--- src/rtl/sr_bank_writer.sv ---
`default_nettype none
// ============================================================================
// Module      : sr_bank_writer
// Description : Write-side controller for a bank of SR flip-flops. Accepts a
//               target word, derives per-bit set/reset excitation from the
//               target and the current bank state, pulses it for one cycle,
//               then watches the q feedback and reports done or error.
// Revision    : 1.0 - initial release
// ============================================================================
module sr_bank_writer #(
  parameter int WIDTH    = 8,
  parameter int MAX_WAIT = 4
) (
  input  logic             clk,
  input  logic             reset,
  input  logic             in_valid,
  output logic             in_ready,
  input  logic [WIDTH-1:0] in_data,
  input  logic [WIDTH-1:0] q_fb,
  output logic [WIDTH-1:0] s_out,
  output logic [WIDTH-1:0] r_out,
  output logic             busy,
  output logic             done,
  output logic             err,
  output logic [WIDTH-1:0] err_mask
);

  // Counter is one bit wider than strictly needed so it can never wrap.
  localparam int             CW         = $clog2(MAX_WAIT) + 1;
  localparam logic [CW-1:0]  C_LAST_CNT = CW'(MAX_WAIT - 1);

  typedef enum logic [1:0] {
    IDLE  = 2'd0,
    DRIVE = 2'd1,
    CHECK = 2'd2
  } state_t;

  state_t           r_state;
  state_t           w_state_nx;
  logic [WIDTH-1:0] r_target;
  logic [WIDTH-1:0] w_target_nx;
  logic [CW-1:0]    r_cnt;
  logic [CW-1:0]    w_cnt_nx;
  logic [WIDTH-1:0] w_s_nx;
  logic [WIDTH-1:0] w_r_nx;
  logic             w_done_nx;
  logic             w_err_nx;
  logic [WIDTH-1:0] w_mask_nx;

  // Handshake and activity flags come straight from the state.
  assign in_ready = (r_state == IDLE);
  assign busy     = (r_state != IDLE);

  // State register and registered outputs; reset drops excitation at once.
  always_ff @(posedge clk or posedge reset) begin
    if (reset) begin
      r_state  <= IDLE;
      r_target <= '0;
      r_cnt    <= '0;
      s_out    <= '0;
      r_out    <= '0;
      done     <= 1'b0;
      err      <= 1'b0;
      err_mask <= '0;
    end else begin
      r_state  <= w_state_nx;
      r_target <= w_target_nx;
      r_cnt    <= w_cnt_nx;
      s_out    <= w_s_nx;
      r_out    <= w_r_nx;
      done     <= w_done_nx;
      err      <= w_err_nx;
      err_mask <= w_mask_nx;
    end
  end

  // Next-state and next-output decode; excitation is zero unless accepting.
  always_comb begin
    w_state_nx  = r_state;
    w_target_nx = r_target;
    w_cnt_nx    = r_cnt;
    w_s_nx      = '0;
    w_r_nx      = '0;
    w_done_nx   = 1'b0;
    w_err_nx    = 1'b0;
    w_mask_nx   = err_mask;
    case (r_state)
      IDLE: begin
        if (in_valid) begin
          // Set only bits that must rise, reset only bits that must fall:
          // the two terms are disjoint, so s=r=1 can never be produced.
          w_target_nx = in_data;
          w_s_nx      = in_data & ~q_fb;
          w_r_nx      = ~in_data & q_fb;
          w_mask_nx   = '0;
          w_state_nx  = DRIVE;
        end
      end
      DRIVE: begin
        w_cnt_nx   = '0;
        w_state_nx = CHECK;
      end
      CHECK: begin
        if (q_fb == r_target) begin
          w_done_nx  = 1'b1;
          w_state_nx = IDLE;
        end else if (r_cnt == C_LAST_CNT) begin
          w_err_nx   = 1'b1;
          w_mask_nx  = r_target ^ q_fb;
          w_state_nx = IDLE;
        end else begin
          w_cnt_nx = r_cnt + 1'b1;
        end
      end
      default: begin
        w_state_nx = IDLE;
      end
    endcase
  end

endmodule
`default_nettype wire

--- config.mk ---
export PLATFORM = sky130hd
export DESIGN_NAME = sr_bank_writer
export DESIGN_NICKNAME = d
export VERILOG_FILES = /design/src/rtl/sr_bank_writer.sv
export SDC_FILE = /design/constraint.sdc
export NUM_CORES = 1
export LEC_CHECK = 0
export ABC_AREA = 1
export CAP_MARGIN = 20
export CORE_ASPECT_RATIO = 1.2
export CORE_MARGIN = 2
export CORE_UTILIZATION = 30
export DETAILED_ROUTE_END_ITERATION = 6
export DONT_BUFFER_PORTS = 1
export PLACE_DENSITY = 0.44
export SYNTH_ARGS = -nofsm -noshare
export SYNTH_HDL_FRONTEND = slang
export SYNTH_SLANG_ARGS = --single-unit
--- constraint.sdc ---
create_clock -name clk -period 1.5 [get_ports clk]
set_clock_uncertainty 0.15 [all_clocks]
set_input_delay 0.15 -clock clk [delete_from_list [all_inputs] [get_ports clk]]
set_output_delay 0.15 -clock clk [all_outputs]
set_load 0.05 [all_outputs]
==> reports/qor.yml <==
status: "complete, no violations"
report.final.slew_viol_count: 0
switching_power_w: 0.00182
ys_top_cells_by_area: "dfrtp_1 57%, nand2_1 11%, inv_1 5.1%, nand3_1 3.5%, nand2_2 3.3%"
synth_largest_area_cell: "dfrtp_1"
fin_tns_setup_ps: 0
core-area_mm2: 0.00556
finalCritPeriodShare_pct: 99.9
numCtsBuffers: 5
gr-total-overflow: 0
ioPinCount: 47
period_needed_ps: 1500
p_int_w: 0.00244
tritoncts: "built"
worstMarginPinSlew_ps: 504
yosys.cell_types.count: 20
vias: 1309
p_leak_nw: 1.17
track_usage_pct: 13.1
hpwl_um: 2590
antenna_found_initial: 0
critPathCaptureType: "flip-flop"
htree_levels: 2
dp_slack_ps: 18.7
p_total_w: 0.00425
nets: 244
ys_ff_latch: 39
relSlewSlack_pct: 66.4
grt_pass1_vias: 1335
wirelength_um: 3830
setup_violations: 0
rsz0062_at_grt: "yes"
r2r_start: "r_target[3]"
cp-start-kind: "input pin"
fp.dieH_um: 86.5
cts_buffer_depth: 2
seqPwrFrac_pct: 42.6
hp-start: "q_fb[6]"
power_density_mw_per_mm2: 1860
syn-cell-area_mm2: 0.00170
insertion_delay_ps: 300
ctsRootBufferMaster: "clkbuf_8"
crit_arrival_ps: 1580
grt_start_max_net_pins: 40
cts.clk_slew.worst_paths_ps: 70
wl_per_cell_um: 13.3
p_clk_share_pct: 20.1
io_buffer_count: 0
max_freq_mhz: 667
first_pass_iters: 4
seq_area_frac_synth_pct: 57.3
dieArea_mm2: 0.00630
cts_num_sinks: 39
drive_gt1_share_pct: 25.1
viasPerCell: 4.56
initial_utilization_pct: 30.7
max-cap-violations: 0
peakVddDrop_mv: 0.575
final_core_util_pct: 41.0
critPathMaxFanout: 8
syn_avg_cell_area_um2: 9.25
synth_top_area_share_pct: 57.3
fin_ws_ps: 1.04
gp_congestion: 0.803
required_ps: 1590
yosysWarnings: 0
synthCells: 184
fill_cells: 558
comb_power_share_pct: 37.4
crit_type: "in2reg"
rows: 30
grt_pass1_wl_um: 6130
area_delta_synth_final_pct: 33.9
hold_class: "in2reg"
dr.first_iter.drc_count: 37
hold-worst-slack_ps: 28.0
synth_nets: 205
post-route-drc-count: 0
postRouteAntennaNets: 0
die_w_um: 72.8
hold_viol_final: 0
antenna_cells: 0
switching_share_pct: 42.7
startpoint: "q_fb[6]"
[power groups by stage]
stage / Sequential, W / Combinational [W] / Clock (W)
after global placement: 0.00181 / 0.00115 / 0
final: 0.00181 / 0.00159 / 0.000854
after CTS: 0.00180 / 0.00132 / 0.000875
after floorplan: 0.00178 / 0.000961 / 0
after detailed placement: 0.00183 / 0.00120 / 0
after global routing: 0.00185 / 0.00175 / 0.000908
[synthesized netlist by cell type (all sizes together)]
master	n
nand2	63
nor3	10
buf	2
o21ai	8
inv	25
ha	2
nand3b	2
nor2	19
nand3	13
a21oi	1
dfrtp	39
[cells by family (layout without fill, tap and decap cells)]
group,after synthesis,in the layout,share of synthesized area (%)
AND/OR/NAND/NOR,107,108,32.1
adder cells (fa/ha/maj),2,2,1.47
flip-flops,39,39,57.3
AO/OA/AOI/OAI,9,9,2.64
buffers and inverters,27,65,6.47
[layer usage]
| metal | global-route usage (%) | share of wire, % | vias up |
|---|---|---|---|
| li1 | - | - | 647 |
| met1 | 14.7 | 40 | 623 |
| met2 | 22.1 | 53 | 31 |
| met3 | 4.65 | 5.2 | 8 |
| met4 | 5.72 | 2.0 | 0 |
| met5 | 0 | 0 | - |
[final timing paths]
| check | endpoint | slack (ps) | depth (start not counted) |
|---|---|---|---|
| min in group asynchronous | r_out[0] | 260 | 3 |
| worst min-delay path | err_mask[6] | 30 | 5 |
| worst max register to register | err_mask[6] | 10 | 9 |
| max in group asynchronous | r_out[5] | 580 | 3 |
| worst min register to register | r_target[5] | 370 | 2 |
| worst max-delay path | err_mask[6] | 1 | 10 |
[cell usage in the layout, fill, tap and decap left out]
cell / count
bufinv_16: 1
nand3_1: 12
ha_1: 1
ha_2: 1
nand2_4: 6
inv_2: 3
nand2_8: 1
buf_6: 2
o21ai_0: 5
nand2_1: 40
buf_4: 7
nor3_1: 10
clkinvlp_4: 1
inv_1: 19
a21oi_1: 1
inv_4: 3
nand3b_1: 2
nor2_8: 1
nor2_1: 14
dlygate4sd3_1: 21
nand2_2: 16
buf_8: 2
nor2_4: 4
nand3_4: 1
o21ai_1: 3
buf_12: 1
nand3_2: 1
dfrtp_1: 39
clkbuf_8: 5
[stage by stage]
step           cell area [um^2]  instances
6_report                   2280        287
5_1_grt                    2280        287
4_1_cts                    2150        280
3_5_place_dp               1810        250
3_3_place_gp               1810        250
2_1_floorplan              1710        184
[final cells by class]
cell class	instances	area, um^2	area share (%)
tap	64	80.1	3.51
sequential	39	976	42.8
clock inverter	2	37.5	1.65
multi-input combinational	119	681	29.9
clock buffer	5	68.8	3.02
timing repair buffer	33	335	14.7
inverter	25	101	4.45
[repair_timing]
action,CTS,global route
gates cloned,0,1
endpoints found under the setup margin,6,21
setup buffers,3,5
hold endpoints to repair,63,5
pin swaps,2,12
gates resized for setup,4,23
hold buffers,20,1
[state kept, by name, summed over array words and instances (netlist names)]
name	count
done	1
r_out	8
s_out	8
err	1
r_cnt	3
err_mask	8
r_state	2
r_target	8
[worst max-delay path: stages]
cell,delay [ps]
dlygate4sd3_1,570
inv_1,110
nand2_2,80
nand2_4,70
nand2_4,60
nor2_8,150
nand3_4,140
nand2_8,130
nand2_1,60
nand2_1,70
(Power assumes the default switching activity.)
